## src/rtl/spi_cmd_receiver_pkg.sv

```systemverilog
// -----------------------------------------------------------------------------
// spi_cmd_receiver_pkg
// Shared definitions for the SPI command receiver: default word length,
// bit-counter width and the controller FSM state encoding.
// -----------------------------------------------------------------------------
package spi_cmd_receiver_pkg;

   // Default command/response word length in bits.
   localparam int unsigned WORD_WIDTH_DEF = 32;

   // Bit counter width; must hold WORD_WIDTH+1 without wrapping.
   localparam int unsigned CNT_W = 6;

   // Receiver controller states.
   typedef enum logic [1:0] {
      ST_IDLE  = 2'd0,
      ST_SHIFT = 2'd1,
      ST_CHECK = 2'd2
   } rx_state_t;

endpackage : spi_cmd_receiver_pkg

```

## src/rtl/spi_input_sync.sv

```systemverilog
// -----------------------------------------------------------------------------
// spi_input_sync
// Multi-flop synchronizer with edge detection for one asynchronous pin.
//
// Ports:
//   clock     in  system clock (rising edge)
//   reset     in  synchronous active-high reset, loads RESET_LEVEL everywhere
//   async_in  in  asynchronous pin
//   sync_out  out synchronized level (last synchronizer stage)
//   rise      out synchronized level went 0 -> 1
//   fall      out synchronized level went 1 -> 0
//
// Edges are reported only once both compared samples originate from the pin
// rather than from the reset load, so a pin already sitting at the opposite
// level when reset releases does not look like a fresh edge.
// -----------------------------------------------------------------------------
module spi_input_sync #(
   parameter int unsigned STAGES      = 2,
   parameter logic        RESET_LEVEL = 1'b0
) (
   input  logic clock,
   input  logic reset,
   input  logic async_in,
   output logic sync_out,
   output logic rise,
   output logic fall
);

   logic [STAGES-1:0] sync_r;
   logic              prev_r;
   logic [STAGES:0]   fill_r;
   logic              primed_s;

   // Synchronizer chain, previous-sample flop and fill tracker.
   always_ff @(posedge clock) begin
      if (reset) begin
         sync_r <= {STAGES{RESET_LEVEL}};
         prev_r <= RESET_LEVEL;
         fill_r <= {(STAGES + 1){1'b0}};
      end else begin
         sync_r <= {sync_r[STAGES-2:0], async_in};
         prev_r <= sync_r[STAGES-1];
         fill_r <= {fill_r[STAGES-1:0], 1'b1};
      end
   end

   // prev_r holds a real pin sample once STAGES+1 clocks have passed.
   assign primed_s = fill_r[STAGES];
   assign sync_out = sync_r[STAGES-1];
   assign rise     = primed_s &  sync_r[STAGES-1] & ~prev_r;
   assign fall     = primed_s & ~sync_r[STAGES-1] &  prev_r;

endmodule : spi_input_sync

```

## src/rtl/spi_cmd_receiver.sv

```systemverilog
// -----------------------------------------------------------------------------
// spi_cmd_receiver
// SPI mode-0 slave that receives one WORD_WIDTH command word per ss_n frame
// and returns a response word captured at frame start.
//
// Ports:
//   clock        in  system clock (>= 4x sclk)
//   reset        in  synchronous active-high reset
//   sclk         in  SPI clock, asynchronous, CPOL=0/CPHA=0
//   mosi         in  SPI data in, MSB first
//   ss_n         in  SPI select, active low
//   miso         out SPI data out, MSB first, 0 outside a frame
//   resp_data    in  response word, loaded at frame start
//   cmd_data     out last correctly sized command word
//   cmd_valid    out one-cycle pulse when cmd_data updates
//   frame_error  out one-cycle pulse when a frame had the wrong bit count
//   busy         out high while a frame is being shifted or checked
// -----------------------------------------------------------------------------
module spi_cmd_receiver
   import spi_cmd_receiver_pkg::*;
#(
   parameter int unsigned WORD_WIDTH  = WORD_WIDTH_DEF,
   parameter int unsigned SYNC_STAGES = 2
) (
   input  logic                  clock,
   input  logic                  reset,
   input  logic                  sclk,
   input  logic                  mosi,
   input  logic                  ss_n,
   output logic                  miso,
   input  logic [WORD_WIDTH-1:0] resp_data,
   output logic [WORD_WIDTH-1:0] cmd_data,
   output logic                  cmd_valid,
   output logic                  frame_error,
   output logic                  busy
);

   localparam logic [CNT_W-1:0] CNT_FULL = CNT_W'(WORD_WIDTH);
   localparam logic [CNT_W-1:0] CNT_SAT  = CNT_W'(WORD_WIDTH + 1);
   localparam logic [CNT_W-1:0] CNT_ONE  = CNT_W'(1);

   // Synchronized pins and edges
   logic sclk_sync_s, sclk_rise_s, sclk_fall_s;
   logic mosi_sync_s, mosi_rise_s, mosi_fall_s;
   logic ss_sync_s, ss_rise_s, ss_fall_s;
   logic unused_sync_s;

   // Controller
   rx_state_t state_r, state_next_s;
   logic      frame_start_s, rx_shift_s, tx_shift_s, cmd_load_s, err_s;

   // Datapath
   logic [WORD_WIDTH-1:0] tx_r, tx_next_s, rx_r, cmd_data_r;
   logic [CNT_W-1:0]      bit_cnt_r;
   logic                  cmd_valid_r, frame_error_r, busy_r, miso_r;

   spi_input_sync #(.STAGES(SYNC_STAGES), .RESET_LEVEL(1'b0)) u_sync_sclk (
      .clock(clock), .reset(reset), .async_in(sclk),
      .sync_out(sclk_sync_s), .rise(sclk_rise_s), .fall(sclk_fall_s)
   );

   spi_input_sync #(.STAGES(SYNC_STAGES), .RESET_LEVEL(1'b0)) u_sync_mosi (
      .clock(clock), .reset(reset), .async_in(mosi),
      .sync_out(mosi_sync_s), .rise(mosi_rise_s), .fall(mosi_fall_s)
   );

   spi_input_sync #(.STAGES(SYNC_STAGES), .RESET_LEVEL(1'b1)) u_sync_ss (
      .clock(clock), .reset(reset), .async_in(ss_n),
      .sync_out(ss_sync_s), .rise(ss_rise_s), .fall(ss_fall_s)
   );

   assign unused_sync_s = ^{sclk_sync_s, mosi_rise_s, mosi_fall_s, ss_sync_s};

   // FSM state register.
   always_ff @(posedge clock) begin
      if (reset) begin
         state_r <= ST_IDLE;
      end else begin
         state_r <= state_next_s;
      end
   end

   // FSM next-state logic; a select falling edge in CHECK is deliberately dropped.
   always_comb begin
      state_next_s = state_r;
      case (state_r)
         ST_IDLE: begin
            if (ss_fall_s) state_next_s = ST_SHIFT;
            else           state_next_s = ST_IDLE;
         end
         ST_SHIFT: begin
            if (ss_rise_s) state_next_s = ST_CHECK;
            else           state_next_s = ST_SHIFT;
         end
         ST_CHECK: state_next_s = ST_IDLE;
         default:  state_next_s = ST_IDLE;
      endcase
   end

   // FSM output decode; sclk edges coinciding with the closing select edge are ignored.
   always_comb begin
      frame_start_s = 1'b0;
      rx_shift_s    = 1'b0;
      tx_shift_s    = 1'b0;
      cmd_load_s    = 1'b0;
      err_s         = 1'b0;
      case (state_r)
         ST_IDLE: begin
            frame_start_s = ss_fall_s;
         end
         ST_SHIFT: begin
            rx_shift_s = sclk_rise_s & ~ss_rise_s;
            tx_shift_s = sclk_fall_s & ~ss_rise_s;
         end
         ST_CHECK: begin
            if (bit_cnt_r == CNT_FULL) cmd_load_s = 1'b1;
            else                       err_s      = 1'b1;
         end
         default: begin
            frame_start_s = 1'b0;
            rx_shift_s    = 1'b0;
            tx_shift_s    = 1'b0;
            cmd_load_s    = 1'b0;
            err_s         = 1'b0;
         end
      endcase
   end

   // Next value of the transmit shifter, shared by the shifter and the miso register.
   always_comb begin
      if (frame_start_s) begin
         tx_next_s = resp_data;
      end else if (tx_shift_s) begin
         tx_next_s = {tx_r[WORD_WIDTH-2:0], 1'b0};
      end else begin
         tx_next_s = tx_r;
      end
   end

   // Shifters, bit counter and registered outputs.
   always_ff @(posedge clock) begin
      if (reset) begin
         tx_r          <= {WORD_WIDTH{1'b0}};
         rx_r          <= {WORD_WIDTH{1'b0}};
         bit_cnt_r     <= {CNT_W{1'b0}};
         cmd_data_r    <= {WORD_WIDTH{1'b0}};
         cmd_valid_r   <= 1'b0;
         frame_error_r <= 1'b0;
         busy_r        <= 1'b0;
         miso_r        <= 1'b0;
      end else begin
         tx_r <= tx_next_s;
         if (frame_start_s) begin
            rx_r      <= {WORD_WIDTH{1'b0}};
            bit_cnt_r <= {CNT_W{1'b0}};
         end else if (rx_shift_s) begin
            rx_r <= {rx_r[WORD_WIDTH-2:0], mosi_sync_s};
            // Saturate so that very long frames never wrap back to a valid count.
            if (bit_cnt_r != CNT_SAT) begin
               bit_cnt_r <= bit_cnt_r + CNT_ONE;
            end
         end
         if (cmd_load_s) begin
            cmd_data_r <= rx_r;
         end
         cmd_valid_r   <= cmd_load_s;
         frame_error_r <= err_s;
         // Registered from next-state so busy/miso line up with the state register.
         busy_r        <= (state_next_s != ST_IDLE);
         miso_r        <= (state_next_s == ST_SHIFT) ? tx_next_s[WORD_WIDTH-1] : 1'b0;
      end
   end

   assign cmd_data    = cmd_data_r;
   assign cmd_valid   = cmd_valid_r;
   assign frame_error = frame_error_r;
   assign busy        = busy_r;
   assign miso        = miso_r;

endmodule : spi_cmd_receiver

```

## config.mk

```make
export PLATFORM = sky130hd
export DESIGN_NAME = spi_cmd_receiver
export DESIGN_NICKNAME = d
export VERILOG_FILES = /design/src/rtl/spi_cmd_receiver_pkg.sv /design/src/rtl/spi_input_sync.sv /design/src/rtl/spi_cmd_receiver.sv
export SDC_FILE = /design/constraint.sdc
export NUM_CORES = 1
export LEC_CHECK = 0
export BUFFER_PORTS_ARGS = -buffer_cell sky130_fd_sc_hd__buf_2
export CAP_MARGIN = 20
export CORE_ASPECT_RATIO = 0.8
export CORE_UTILIZATION = 51
export CTS_CLUSTER_SIZE = 20
export DETAILED_ROUTE_END_ITERATION = 10
export GPL_ROUTABILITY_DRIVEN = 0
export PLACE_DENSITY = 0.73
export RECOVER_POWER = 50
export SLEW_MARGIN = 20
export SYNTH_ARGS = -nofsm -noshare
export SYNTH_HDL_FRONTEND = slang
export SYNTH_SLANG_ARGS = --single-unit
export TNS_END_PERCENT = 10
```

## constraint.sdc

```tcl
create_clock -name clock -period 2.3 [get_ports clock]
set_input_delay 0.345 -clock clock [delete_from_list [all_inputs] [get_ports clock]]
set_output_delay 0.345 -clock clock [all_outputs]
set_load 0.1 [all_outputs]
```

==> impl_results.md, run 1 <==
* Slew HR at 0.218
* Worst Path Max Fanout at 2
* Hold path depth at 2
* Sink Count at 119
* Post-synthesis instance total at 542
* Initial antenna violation count at 0
* Rows at 30
* DRT iter0 DRCs at 205
* Die area at 9070 um^2
* Drt drc at 0
* Crit-path slowest cell: buf_1
* Grt ovf at 0
* Max-slew violations at 0
* Die width at 106 um
* Cts bufs inserted at 17
* Status: completed
* Total power at 4.93 mW
* Largest stage delay, worst path at 0.86 ns
* PnR worst setup slack at 0.252 ns
* Critical Path Source Type: flop
* Post-DP HPWL at 5490 um
* Syn Area/Cell at 8.17 um^2
* WHS at 0.0284 ns
* Yosys cell types at 31
* Final WL at 9060 um
* CTS resizes at 0
* Syn. warnings at 0
* Post-synthesis sequential area ratio at 0.538
* Reg2reg setup slack at 0.35 ns
* Synthesized flop and latch total at 119
* Skew final at 0.00539 ns
* Crit-path leading delay family: buffers and inverters
* Max-Cap Viols at 0
* Worst-Margin Slew at 1.18 ns
* Worst-path cell chain: buf_1
* Ant diodes at 0
* Layout cells sized above 1 at 0.173
* FMAX at 488 MHz
* Ports at 73
* Worst Hold Class: in2reg
* Setup violations, final at 0
* Commonest non-fill, non-tap cell in the layout: nand2_1
* First-pass GRT wire length at 15400 um
* Worst-skew pair later-pin latency at 0.50 ns
* Total leakage power at 1.96 nW
* Hold-fix buffers at CTS at 0
* Worst path depth at 1
* RSZ-0062 raised after global routing: no
* Hold Vio Cnt, Final at 0
* Port buffer count at 72
* Post-Syn Nets at 582
* Minimum clock period at 2.05 ns
* Via count at 3713
* VDD IR max at 0.000529 V
* Post-synthesis cell area at 4430 um^2
* Total GRT Usage at 0.215
* Total setup buffers inserted after CTS at 0
* Die outline height at 85.4 um
* Util after Layout at 0.647
* Vias in the first global route at 3490
* Initial Utilization at 0.525
* Post-route clock period utilization at 0.891
* CTS max path bufs at 2
* Power density cells at 903 nW/um^2
* Clock transition at path regs at 0.06 ns
* Most frequent cells in the layout: nand2_1, dfxtp_1, a21oi_1, nor2_1, buf_2
* Worst EP arrival at 1.70 ns
* CP Data Required Time at 1.96 ns
* CTS tree: built
* Detail Route Antenna Nets at 0
* CTS HTree Levels at 4
* Vias/cell at 5.11
* Routed WL per cell at 12.5 um
* DP Area at 4860 um^2
* Worst r2r path cells at 5
* WS Path Type: reg2out
* Design Area, Final at 5460 um^2
* Pre-CTS WS at 0.408 ns
* Final Non-Filler Cells at 726
* Largest net degree at the start of global routing at 65
* WP buf/inv at 1
* First-pass DRT Iterations at 4
* P&R area growth vs syn at 23.3%
* Root Buffer: clkbuf_8
* Crit end category: primary output
* Core area at 8450 um^2
* Total Negative Setup Slacks at 0 ns
* Total placed cells including tap cells at 694
* Nets at 641
==> area by class of cell <==
class                   count  area, um^2
multi-input cells         376        1880
inverters                   6        22.5
well taps                 112         140
clock buffers              21         459
repair buffers             81         414
flip-flops and latches    119        2380
fillers                   686        2980
clock inverters            11         170
==> flip-flops by register name, summed over array words and instances, names as in the netlist, 2 cells and up <==
register,count
bit_cnt_r,6
u_sync_mosi.sync_r,2
u_sync_sclk.fill_r,3
cmd_data,32
rx_r,32
u_sync_sclk.sync_r,2
tx_r,32
state_r,2
u_sync_ss.sync_r,2
==> layer usage <==
layer  global-route usage  vias to the layer above  share of wire
met5                    0                        -              0
met4                0.120                        0         0.0096
met3               0.0469                        9          0.029
met2                0.351                       58           0.48
met1                0.264                     1714           0.48
li1                     -                     1932              -
==> power breakdown <==
group          internal [mW]  switching, mW  total [mW]  leakage, nW
clock network           1.85          0.904        2.75        0.301
logic                 0.0387         0.0560      0.0947        0.698
registers               2.08        0.00875        2.09        0.961
total                   3.96          0.969        4.93         1.96
==> synthesized netlist by cell type <==
master,n,area share
a2111oi_0,1,0.0020
a2111oi_2,1,0.0034
a21o_1,2,0.0034
a21oi_1,70,0.079
a311oi_1,32,0.063
and4b_1,1,0.0023
buf_2,4,0.0045
buf_6,1,0.0025
clkbuf_1,36,0.030
dfxtp_1,119,0.54
ha_1,3,0.0085
inv_1,6,0.0051
mux2i_1,1,0.0023
nand2_1,196,0.17
nand2b_1,2,0.0028
nand3_1,4,0.0045
nand3b_4,1,0.0045
nand4b_1,1,0.0020
nor2_1,35,0.030
nor2b_1,8,0.011
nor3_1,1,0.0011
nor3b_1,1,0.0017
nor4b_1,1,0.0020
nor4b_2,2,0.0068
o2bb2ai_1,1,0.0020
o31ai_1,3,0.0051
or2_2,3,0.0042
or3_4,1,0.0025
or4_1,3,0.0051
or4b_2,1,0.0023
xnor2_1,1,0.0020
==> cells by family after synthesis <==
logic type | synth area share
AND/OR/NAND/NOR | 0.249
flip-flops | 0.538
AO/OA/AOI/OAI | 0.158
buffers and inverters | 0.0426
adder cells (fa/ha/maj) | 0.00847
XOR/XNOR | 0.00198
multiplexers | 0.00226
==> path summary, 6_finish.rpt <==
kind | startpoint | to
worst max-delay path | cmd_data[11]$_SDFFE_PP0P_ | cmd_data[11]
worst min-delay path | ss_n | u_sync_ss.sync_r[0]$_SDFF_PP1_
worst max register to register | u_sync_sclk.fill_r[2]$_SDFF_PP0_ | bit_cnt_r[3]$_SDFFE_PP0P_
worst min register to register | u_sync_ss.sync_r[0]$_SDFF_PP1_ | u_sync_ss.sync_r[1]$_SDFF_PP1_
No activity file was read; power rests on OpenSTA's default activity.
==> run 2: changes to the inputs <==
--- a/config.mk
+++ b/config.mk
@@ -8,6 +8,7 @@
 export BUFFER_PORTS_ARGS = -buffer_cell sky130_fd_sc_hd__buf_2
 export CAP_MARGIN = 20
 export CORE_ASPECT_RATIO = 0.8
+export CORE_MARGIN = 2
 export CORE_UTILIZATION = 51
 export CTS_CLUSTER_SIZE = 20
 export DETAILED_ROUTE_END_ITERATION = 10
==> run 2 against run 1 <==
Total power increased by 0.44%. Hold slack improved by 0.013 ns. Sequential power about the same. Largest cell class unchanged. Wire length increased by 3.5%. First-iteration DRC count decreased by 2.9%.
==> impl_results.md, run 2 (same netlist as run 1, synthesis figures left out) <==
* Register Area at 2380 um^2
* WHS at 0.0412 ns
* Initial antenna violation count at 0
* Die width at 108 um
* Core area at 8450 um^2
* Layout fillers at 724
* CTS tree: built
* Worst Hold Class: in2reg
* Minimum clock period at 2.04 ns
* Layout cells sized above 1 at 0.178
* Most frequent cells in the layout: nand2_1, dfxtp_1, a21oi_1, nor2_1, buf_2
* Worst Path Max Fanout at 2
* WP buf/inv at 1
* Root Buffer: clkbuf_8
* Critical Path Source Type: flop
* Sink Count at 119
* Final WL at 9370 um
* Post-DP HPWL at 5700 um
* Initial Utilization at 0.525
* WS Path Type: reg2out
* Total leakage power at 1.97 nW
* Crit end category: primary output
* Final Non-Filler Cells at 724
* Grt ovf at 0
* First-pass GRT wire length at 15700 um
* Worst EP arrival at 1.70 ns
* FMAX at 489 MHz
* Detail Route Antenna Nets at 0
* RSZ-0062 raised after global routing: no
* Worst-Margin Slew at 1.23 ns
* Status: completed
* Via count at 3813
* Nets at 641
* Commonest non-fill, non-tap cell in the layout: nand2_1
* Setup violations, final at 0
* Vias in the first global route at 3517
* Die area at 9450 um^2
* DP Area at 4850 um^2
* Hold Vio Cnt, Final at 0
* Max-Cap Viols at 0
* CP Data Required Time at 1.96 ns
* Power Internal at 3.97 mW
* Port buffer count at 72
* Clock transition at path regs at 0.06 ns
* Pre-CTS WS at 0.216 ns
* Comb power frac at 0.019
* Power density cells at 907 nW/um^2
* PnR worst setup slack at 0.256 ns
* Total Negative Setup Slacks at 0 ns
* Max-slew violations at 0
* Routed WL per cell at 12.9 um
* Design Area, Final at 5460 um^2
* First-pass DRT Iterations at 4
* Clock power frac at 0.559
* Drt drc at 0
* Reg2reg setup slack at 0.33 ns
* Total placed cells including tap cells at 693
* Largest net degree at the start of global routing at 65
* Multi-input gate area at 1870 um^2
* Flop pwr share at 0.421
* Crit-path leading delay family: buffers and inverters
* Post-route clock period utilization at 0.889
* Worst-path cell chain: clkbuf_1
* Ant diodes at 0
* P&R area growth vs syn at 23.3%
* Crit-path slowest cell: clkbuf_1
* Total GRT Usage at 0.210
* Total setup buffers inserted after CTS at 0
* Largest stage delay, worst path at 0.86 ns
* Slew HR at 0.180
* Switch share at 0.199
* Ports at 73
* Worst-skew pair later-pin latency at 0.51 ns
* Cts bufs inserted at 17
* DRT iter0 DRCs at 199
* Rows at 30
* P_sw at 0.983 mW
* Die outline height at 87.4 um
* Vias/cell at 5.27
* CTS HTree Levels at 4
* Skew final at 0.00861 ns
* CTS max path bufs at 2
* VDD IR max at 0.000467 V
-- run 2: worst paths after layout --
check	from	cells after the start	end
hold reg to reg	u_sync_mosi.sync_r[1]$_SDFF_PP0_	2	rx_r[0]$_SDFFE_PP0P_
hold / removal	mosi	2	u_sync_mosi.sync_r[0]$_SDFF_PP0_
setup / recovery	cmd_data[23]$_SDFFE_PP0P_	1	cmd_data[23]
setup reg to reg	bit_cnt_r[3]$_SDFFE_PP0P_	5	cmd_data[14]$_SDFFE_PP0P_
-- run 2: worst reg2reg max path, stage by stage (launching register included) --
cell     delay [ns]
dfxtp_1        0.34
nor4b_1        0.66
and4b_1        0.29
buf_4          0.32
nand2_1        0.12
a21oi_1        0.16
-- run 2: layout make-up --
class	instances	area share
Sequential cell	119	0.436
Multi-Input combinational cell	376	0.343
Timing Repair Buffer	81	0.0781
Clock buffer	17	0.0758
Clock inverter	13	0.0376
Tap cell	112	0.0256
Inverter	6	0.00412
-- run 2: power by group through the flow --
stage | Sequential, mW | Clock, mW | Combinational [mW]
finish | 2.09 | 2.77 | 0.0963
floorplan | 2.13 | 0 | 0.0496
detailed placement | 2.13 | 0 | 0.0958
global placement | 2.13 | 0 | 0.0940
CTS | 2.09 | 2.81 | 0.0972
global route | 2.09 | 2.92 | 0.107
-- run 2: metal layers --
layer / up-vias / wire length (um) / global-route usage
li1: 1924 / - / -
met1: 1790 / 4260 / 0.253
met2: 82 / 4540 / 0.352
met3: 17 / 420 / 0.0628
met4: 0 / 156 / 0.0886
met5: - / 0 / 0
-- run 2: what timing repair did --
| item | in CTS | in global routing |
|---|---|---|
| endpoints found under the setup margin | 0 | 1 |
| hold endpoints to repair | 1 | 0 |
| resized for setup | 0 | 1 |
| hold buffers | 1 | 0 |
-- run 2: through the flow --
stage / total power, mW / util
after floorplan: 2.18 / -
after global placement: 2.22 / 0.575
after detailed placement: 2.23 / 0.575
after CTS: 4.99 / 0.649
after global routing: 5.11 / 0.647
final: 4.95 / 0.647
